## config.mk

```make
export PLATFORM = sky130hd
export DESIGN_NAME = scan_mux_bank_seq
export DESIGN_NICKNAME = d
export VERILOG_FILES = /design/src/rtl/scan_mux_bank_seq.sv
export SDC_FILE = /design/constraint.sdc
export NUM_CORES = 1
export LEC_CHECK = 0
export ABC_AREA = 1
export CAP_MARGIN = 20
export CORE_MARGIN = 2
export CORE_UTILIZATION = 51
export DETAILED_ROUTE_END_ITERATION = 7
export GPL_ROUTABILITY_DRIVEN = 0
export HOLD_SLACK_MARGIN = 0.15
export PLACE_DENSITY = 0.91
export SLEW_MARGIN = 20
export SYNTH_ARGS = -nofsm -noshare
export SYNTH_HDL_FRONTEND = slang
export SYNTH_SLANG_ARGS = --single-unit
```

## constraint.sdc

```tcl
create_clock -name clk -period 2.8 [get_ports clk]
set_input_delay 0.42 -clock clk [delete_from_list [all_inputs] [get_ports clk]]
set_output_delay 0.42 -clock clk [all_outputs]
set_load 0.1 [all_outputs]
```

## src/rtl/scan_mux_bank_seq.sv

```systemverilog
// Multi-channel scan/functional mux with a synchronised scan request and a
// sequenced mode change that holds outputs at a safe value on entry and exit.
module scan_mux_bank_seq #(
    parameter int                         NUM_CH      = 4,
    parameter int                         WIDTH       = 1,
    parameter int                         SYNC_STAGES = 2,
    parameter int                         GATE_CYCLES = 4,
    parameter logic [NUM_CH*WIDTH-1:0]    SAFE_VAL    = '0,
    parameter logic [NUM_CH-1:0]          BYPASS_MASK = '0
) (
    input  logic                      clk,
    input  logic                      rst_n,
    input  logic                      scan_mode_req_in,
    input  logic [NUM_CH*WIDTH-1:0]   scan_signal_in,
    input  logic [NUM_CH*WIDTH-1:0]   fcn_signal_in,
    output logic [NUM_CH*WIDTH-1:0]   fcn_signal_out,
    output logic                      scan_active_out,
    output logic                      switching_out
);

    localparam int                CNT_W    = $clog2(GATE_CYCLES + 1);
    localparam logic [CNT_W-1:0]  CNT_LOAD = CNT_W'(GATE_CYCLES - 1);

    typedef enum logic [1:0] {
        ST_FCN      = 2'd0,
        ST_GATE_IN  = 2'd1,
        ST_SCAN     = 2'd2,
        ST_GATE_OUT = 2'd3
    } state_t;

    logic [SYNC_STAGES-1:0] r_sync;
    logic                   w_req_s;
    state_t                 r_state;
    logic [CNT_W-1:0]       r_cnt;
    logic                   r_scan_active;
    logic                   r_switching;

    always_ff @(posedge clk or negedge rst_n) begin
        if (!rst_n) begin
            r_sync <= '0;
        end else begin
            r_sync <= {r_sync[SYNC_STAGES-2:0], scan_mode_req_in};
        end
    end

    assign w_req_s = r_sync[SYNC_STAGES-1];

    // Status flops are loaded together with the state so they never glitch.
    always_ff @(posedge clk or negedge rst_n) begin
        if (!rst_n) begin
            r_state       <= ST_FCN;
            r_cnt         <= '0;
            r_scan_active <= 1'b0;
            r_switching   <= 1'b0;
        end else begin
            case (r_state)
                ST_FCN: begin
                    if (w_req_s) begin
                        r_state     <= ST_GATE_IN;
                        r_cnt       <= CNT_LOAD;
                        r_switching <= 1'b1;
                    end
                end
                ST_GATE_IN: begin
                    if (r_cnt == '0) begin
                        r_state       <= ST_SCAN;
                        r_switching   <= 1'b0;
                        r_scan_active <= 1'b1;
                    end else begin
                        r_cnt <= r_cnt - 1'b1;
                    end
                end
                ST_SCAN: begin
                    if (!w_req_s) begin
                        r_state       <= ST_GATE_OUT;
                        r_cnt         <= CNT_LOAD;
                        r_scan_active <= 1'b0;
                        r_switching   <= 1'b1;
                    end
                end
                ST_GATE_OUT: begin
                    if (r_cnt == '0) begin
                        r_state     <= ST_FCN;
                        r_switching <= 1'b0;
                    end else begin
                        r_cnt <= r_cnt - 1'b1;
                    end
                end
                default: begin
                    r_state       <= ST_FCN;
                    r_cnt         <= '0;
                    r_scan_active <= 1'b0;
                    r_switching   <= 1'b0;
                end
            endcase
        end
    end

    assign scan_active_out = r_scan_active;
    assign switching_out   = r_switching;

    // Data path stays combinational; only the select comes from flops.
    for (genvar gi = 0; gi < NUM_CH; gi++) begin : g_ch
        if (BYPASS_MASK[gi]) begin : g_bypass
            assign fcn_signal_out[gi*WIDTH +: WIDTH] = fcn_signal_in[gi*WIDTH +: WIDTH];
        end else begin : g_mux
            logic [WIDTH-1:0] w_ch_mux;
            always_comb begin
                w_ch_mux = fcn_signal_in[gi*WIDTH +: WIDTH];
                case (r_state)
                    ST_SCAN:                 w_ch_mux = scan_signal_in[gi*WIDTH +: WIDTH];
                    ST_GATE_IN, ST_GATE_OUT: w_ch_mux = SAFE_VAL[gi*WIDTH +: WIDTH];
                    default:                 w_ch_mux = fcn_signal_in[gi*WIDTH +: WIDTH];
                endcase
            end
            assign fcn_signal_out[gi*WIDTH +: WIDTH] = w_ch_mux;
        end
    end

endmodule

```

## Yosys cells after proc, flatten, opt, wreduce, memory -nomap -nowiden

Index checks and enable logic that the tools add are counted.

| word-level totals | value |
|---|---|
| flip-flop bits (word level) | 9 |
| bits of input ports | 11 |
| output and inout bits | 6 |
| logic and storage cells | 43 |

| operators by class | value |
|---|---|
| $add $sub $neg | 1 |
| equal/unequal tests | 9 |
| mux-type cells | 20 |
| reductions and logical operators | 8 |

Operators by type and width:

| operator | number |
|---|---|
| $ne A2 B2 Y1 const B | 5 |
| $pmux W1 S2 | 5 |
| $mux W3 | 3 |
| $pmux W3 S3 | 1 |
| $reduce_and A3 Y1 | 3 |
| $mux W2 | 4 |
| $pmux W2 S4 | 1 |
| $mux W1 | 5 |
| $eq A2 B2 Y1 const B | 2 |
| $reduce_and A4 Y1 | 1 |
| $logic_not A3 Y1 | 1 |
| $pmux W1 S3 | 1 |
| $sub A3 B1 Y3 const B | 1 |
| $eq A2 B1 Y1 const B | 1 |
| $logic_not A2 Y1 | 1 |
| $ne A2 B1 Y1 const B | 1 |
| $reduce_bool A2 Y1 | 1 |
| $reduce_or A2 Y1 | 1 |

## Logic depth before layout (Yosys ltp)

Gate-level depths: netlist of the first run.

| logic depth | value |
|---|---|
| word-level depth | 4 |
| mapped depth | 9 |
| gate-level depth less buffers | 8 |

## Least setup slack after synthesis of the first run

OpenSTA, ideal clock, no wires.

| timing | value |
|---|---|
| kind | flip-flop to output port |
| from | register r_state[0] |
| to | output port fcn_signal_out[0] |
| arrival | 1.206 ns |
| data required time | 2.380 ns |
| setup slack | 1.174 ns |
| cell stages (with the launch flop) | 7 |
| path buffers | 1 |
| cells stage by stage | dfrtp_1 > inv_1 > ha_1 > inv_2 > nand3_1 > nand2_1 > buf_4 |

| on the way | value |
|---|---|
| word-level cells in the longest chain between the ends | 3 |
| elaborated cells between the ends (all ways) | 5 |
| classes of those cells | eq/ne: 3; mux: 1; reduce/logical: 1 |

Ends and longest elaborated chain:

| element | line | text |
|---|---|---|
| from (decl) | 33 | `state_t r_state;` |
| from (signal assigned) | 51 | `r_state <= ST_FCN;` |
| from (signal assigned) | 59 | `r_state <= ST_GATE_IN;` |
| from (signal assigned) | 66 | `r_state <= ST_SCAN;` |
| $eq A2 B1 Y1 / $eq A2 B2 Y1 (equally long branches) | 110 | `case (r_state)` |
| $reduce_or A2 Y1 (no source line) | - |  |
| $pmux W1 S2 (*) | 110 |  |
| to (decl) | 16 | `output logic [NUM_CH*WIDTH-1:0] fcn_signal_out,` |

Mark *: on every way between the ends. The rest lies on a longest branch, timed or not.

## Final worst setup path of the first run

| timing | value |
|---|---|
| from | register r_state[0] |
| to | output port fcn_signal_out[2] |

Same word-level chain as after synthesis.

==> impl_metrics.ini, run 1 <==
[cts]
cts_root_buf = clkbuf_4
cts_buffers = 3
cts_hold_buf = 0
cts_setup_buffers = 0
cts_resized = 0
clock_path_buffers = 2
htreeDepth = 1
clock_latency_ns = 0.27
cts_tree = built
clk_pin_slew_worst_paths_ns = 0.07
clock-sinks = 9

[yosys]
yosysTopAreaCell = dfrtp_1
synth_top_area_share_pct = 32.7
syn-instance-count = 92
ys_ff_latch = 9
ys_seq_area_share_pct = 32.7
yosysUniqueCellTypes = 14
synth_area_um2 = 688
synth_common_cells = 35 x nand2_1, 9 x dfrtp_1, 9 x inv_1, 9 x nand3_1, 7 x ha_1
mappedNetlistNets = 110
synth.area.top_cells = dfrtp_1 33%, nand2_1 19%, ha_1 13%
synth_top_flop_cell = dfrtp_1
avgSynthCellArea_um2 = 7.48
synth.most_common_cell = nand2_1
async_flop_share_pct = 100
yosysWarnings = 0
synth_edf_count = 0

[sta]
hold_viol_final = 0
slew_viol_final = 0
finalSetupViolCount = 0
fin_tns_setup_ns = 0
max_freq_mhz = 490
max_slew_margin_pct = 72.1
rsz0062_at_grt = no
min_period_over_period_pct = 72.9
layout_min_cycle_time_ns = 2.04
fin_skew_ns = 0.00835
tightest_slew_ns = 0.418

[floorplan]
dieArea_um2 = 1660
die_x_um = 40.7
num_rows = 13
start_util_pct = 53.6
chipHeight_um = 40.7
io_pins = 17
core-area_um2 = 1280

[drt]
route.met3.wl_um = 100
drt_wl_total_um = 1280
drc = 0
top_layer = met4
num_vias = 563
dr.first_iter.drc_count = 5
drt-met1-wl_um = 567
wl_met2_um = 589
drt-wirelength-per-cell_um = 10.5
firstDrtPassIters = 4
ant_nets = 0
viasPerCell = 4.61

[outcome]
status = finished clean

[worst_setup_path]
slowest_delay_ns = 0.39
path_max_fanout = 6
worstSetupPathType = reg -> out
critPathLaunchType = register
crit_slowest_cell = dfrtp_1
required_ns = 2.38
worstPathCellList = inv_1 -> ha_1 -> inv_2 -> nand3_1 -> nand2_1 -> buf_4
worstPathArrival_ns = 1.62
cp-end-kind = output pin

[finish]
drive_gt1_share_pct = 20.6
final_cell_area_um2 = 837
nNetsFinal = 126
fillers = 108
synthToLayoutAreaGrowth_pct = 21.6
n_antenna_cell = 0

[global_routing]
grt_first_pass_wirelength_um = 1850
antenna_found_initial = 0
grt_max_degree = 10
grt_pass1_vias = 472
grt.total_usage_pct = 17.7
overflow = 0

[run]
maxCapViolations = 0

[placement]
portBuffers = 16
dpl-instance-area_um2 = 811
dp.final_hpwl_um = 990

[min_path]
hold_class = reg -> reg
==> worst paths after layout <==
path,start,to,slack [ns],depth (start not counted)
setup / recovery,r_state[0],fcn_signal_out[2],0.76,6
hold / removal,r_sync[0],r_sync[1],0.37,0
setup reg to reg,r_state[0],r_state[0],1.36,8
hold reg to reg,r_sync[0],r_sync[1],0.37,0
max in group asynchronous,rst_n,r_sync[1],2.05,1
min in group asynchronous,rst_n,scan_active_out,0.45,1
==> layout make-up <==
| class | instances | area (um2) | area share [%] |
|---|---|---|---|
| timing repair buffer | 16 | 145 | 17.3 |
| clock buffer | 4 | 26.3 | 3.14 |
| inverter | 13 | 48.8 | 5.83 |
| sequential | 9 | 225 | 26.9 |
| multi-input combinational | 65 | 373 | 44.5 |
| tap | 15 | 18.8 | 2.24 |
==> sequential cells by signal, summed over array words and instances, names as in the netlist <==
name / count
r_sync: 2
r_cnt: 3
scan_active_out: 1
switching_out: 1
r_state: 2
==> layer usage <==
metal,global-route usage (%),up-vias
met1,20.9,234
met3,3.26,4
met2,28.6,24
met4,12.5,0
li1,-,301
met5,0,-
==> worst max-delay path, delay by kind of cell, from the launching register on <==
family / cells / cell delay, ns
buffers and inverters: 3 / 0.52
adders and majority gates: 1 / 0.29
and+or+nand+nor: 2 / 0.16
DFF: 1 / 0.39
==> stage by stage <==
step / util (%) / std cells / hold slack [ns] / setup slack, ns
6_report: 65.1 / 122 / 0.373 / 0.758
5_1_grt: 65.1 / 122 / 0.379 / 0.665
4_1_cts: 65.1 / 122 / 0.376 / 0.742
3_5_place_dp: 63.1 / 118 / 0.353 / 1.04
3_3_place_gp: 63.1 / 118 / 0.332 / 1.08
2_1_floorplan: - / 92 / 0.124 / 1.17
==> kinds of logic after synthesis <==
| kind of cell | after synthesis | synth area share, % |
|---|---|---|
| fa+ha+maj | 7 | 12.7 |
| buf+inv | 18 | 13.1 |
| flops | 9 | 32.7 |
| simple gates | 58 | 41.5 |
==> cell usage in the layout (no fill, tap or decap) <==
cell,count
nor2_4,1
clkbuf_1,1
clkbuf_4,3
nand2_4,3
inv_2,4
inv_1,9
nor2_1,5
clkdlybuf4s50_1,10
nand3_1,9
ha_1,7
nand2_2,3
dfrtp_1,9
buf_4,6
nand2_1,35
or2_2,1
nor2_8,1
Power of run 1 is left out: the tool's default activity adds up to more than one toggle a clock period on the data nets, which glitch-free logic cannot reach.
==> run 2, diff against run 1 <==
--- a/config.mk
+++ b/config.mk
@@ -8,11 +8,11 @@
 export ABC_AREA = 1
 export CAP_MARGIN = 20
 export CORE_MARGIN = 2
-export CORE_UTILIZATION = 51
+export CORE_UTILIZATION = 47
 export DETAILED_ROUTE_END_ITERATION = 7
 export GPL_ROUTABILITY_DRIVEN = 0
 export HOLD_SLACK_MARGIN = 0.15
-export PLACE_DENSITY = 0.91
+export PLACE_DENSITY = 0.86
 export SLEW_MARGIN = 20
 export SYNTH_ARGS = -nofsm -noshare
 export SYNTH_HDL_FRONTEND = slang
==> constraint.sdc (replaced) <==
create_clock -name clk -period 1.89 [get_ports clk]
set_input_delay 0.2835 -clock clk [delete_from_list [all_inputs] [get_ports clk]]
set_output_delay 0.2835 -clock clk [all_outputs]
set_load 0.1 [all_outputs]
==> impl_metrics.ini, run 2 (synthesized netlist as in run 1, its figures left out) <==
[finish]
final_cell_mix = 35 x nand2_1, 10 x clkdlybuf4s50_1, 9 x inv_1, 9 x nand3_1, 9 x dfrtp_1
drive_gt1_share_pct = 23.4
n_antenna_cell = 0
reg_top3 = r_cnt: 3 flops, r_state: 2 flops, r_sync: 2 flops
fillers = 100
largest_register_ffs = 3
synthToLayoutAreaGrowth_pct = 29.8
layout_commonest_cell = nand2_1
regMostFlops = r_cnt
nNetsFinal = 126

[drt]
drt-wirelength-per-cell_um = 10.6
ant_nets = 0
drc = 0
dr.first_iter.drc_count = 9
drt_wl_total_um = 1290
num_vias = 587
firstDrtPassIters = 4
viasPerCell = 4.81

[worst_setup_path]
critPathLaunchType = register
worstPathArrival_ns = 1.49
crit_start = r_state[0]
reg2reg_from = r_state[1]
path_max_fanout = 6
required_ns = 1.61
cp-end-kind = output pin
worstSetupPathType = reg -> out

[floorplan]
core-area_um2 = 1330
num_rows = 13
io_pins = 17
start_util_pct = 51.6
dieArea_um2 = 1790
die_x_um = 42.3
chipHeight_um = 42.3

[cts]
clk_pin_slew_worst_paths_ns = 0.06
cts_buffers = 3
cts_tree = built
htreeDepth = 1
clock_path_buffers = 2
clock_latency_ns = 0.26
clock-sinks = 9
cts_hold_buf = 0
cts_root_buf = clkbuf_4

[sta]
tightest_slew_ns = 0.390
rsz0062_at_grt = no
max_slew_margin_pct = 73.9
min_period_over_period_pct = 93.9
fin_skew_ns = 0.000664
slew_viol_final = 0
max_freq_mhz = 564
fin_tns_setup_ns = 0
hold_viol_final = 0
layout_min_cycle_time_ns = 1.77
finalSetupViolCount = 0

[placement]
portBuffers = 16
dp.final_hpwl_um = 1070

[global_routing]
antenna_found_initial = 0
overflow = 0
grt.total_usage_pct = 16.7
grt_max_degree = 10
grt_pass1_vias = 592
grt_first_pass_wirelength_um = 2260

[outcome]
status = finished clean

[min_path]
hold_class = in -> async

[run]
maxCapViolations = 0
run 2: changes by cell type in the layout (fill, tap and decap cells not counted), sizes merged:
cell and change:
clkbuf -1, clkinv +1
run 2: worst max-delay path, cell delays in order, from the launching register on:
cell and delay [ns]:
dfrtp_1 0.40, inv_1 0.10, ha_2 0.23, inv_2 0.11, nand3_1 0.08, nand2_1 0.11, buf_12 0.18
run 2: path summary, 6_finish.rpt:
kind                                endpoint  cells past startpoint  slack, ns
setup / recovery           fcn_signal_out[0]                      6       0.12
hold / removal                 switching_out                      1       0.31
setup reg to reg                  r_state[0]                      8       0.47
hold reg to reg                    r_sync[1]                      0       0.37
max in group asynchronous         r_state[0]                      1       1.30
min in group clk                   r_sync[1]                      0       0.37
run 2: metal layers:
| metal | part of all wire (%) | vias up | GRT usage [%] |
|---|---|---|---|
| li1 | - | 301 | - |
| met1 | 42 | 261 | 17.4 |
| met2 | 49 | 23 | 29.2 |
| met3 | 7.5 | 2 | 4.74 |
| met4 | 1.3 | 0 | 10.0 |
| met5 | 0 | - | 0 |
run 2: repair_timing:
item / 4_1_cts / 5_1_grt
setup buffers: 0 / 0
gates resized for setup: 0 / 2
endpoints found under the setup margin: 0 / 4
run 2: metrics by stage:
step	worst slack, ns	cells	utilization (%)	hold WS, ns	area [um2]
after CTS	0.0189	122	66.6	0.320	888
after floorplan	0.400	92	-	-0.0121	688
after global routing	0.0120	122	67.0	0.337	893
after detailed placement	0.313	118	64.5	0.347	861
final	0.116	122	67.0	0.310	893
after global placement	0.387	118	64.5	0.335	861
run 2: area by class of cell:
class / count / area [um2] / area share, %
Multi-Input combinational cell: 65 / 378 / 42.3
Sequential cell: 9 / 225 / 25.2
Timing Repair Buffer: 16 / 195 / 21.8
Inverter: 13 / 48.8 / 5.46
Clock buffer: 3 / 22.5 / 2.52
Tap cell: 15 / 18.8 / 2.10
Clock inverter: 1 / 5.00 / 0.560
Power of run 2 is left out for the same reason.
==> run 3, diff against run 2 <==
--- a/config.mk
+++ b/config.mk
@@ -9,6 +9,7 @@
 export CAP_MARGIN = 20
 export CORE_MARGIN = 2
 export CORE_UTILIZATION = 47
+export CTS_CLUSTER_SIZE = 40
 export DETAILED_ROUTE_END_ITERATION = 7
 export GPL_ROUTABILITY_DRIVEN = 0
 export HOLD_SLACK_MARGIN = 0.15
==> results of run 3 <==
Final layout, timing and power as in run 2 (identical DEF).
Power of run 3 is left out for the same reason.
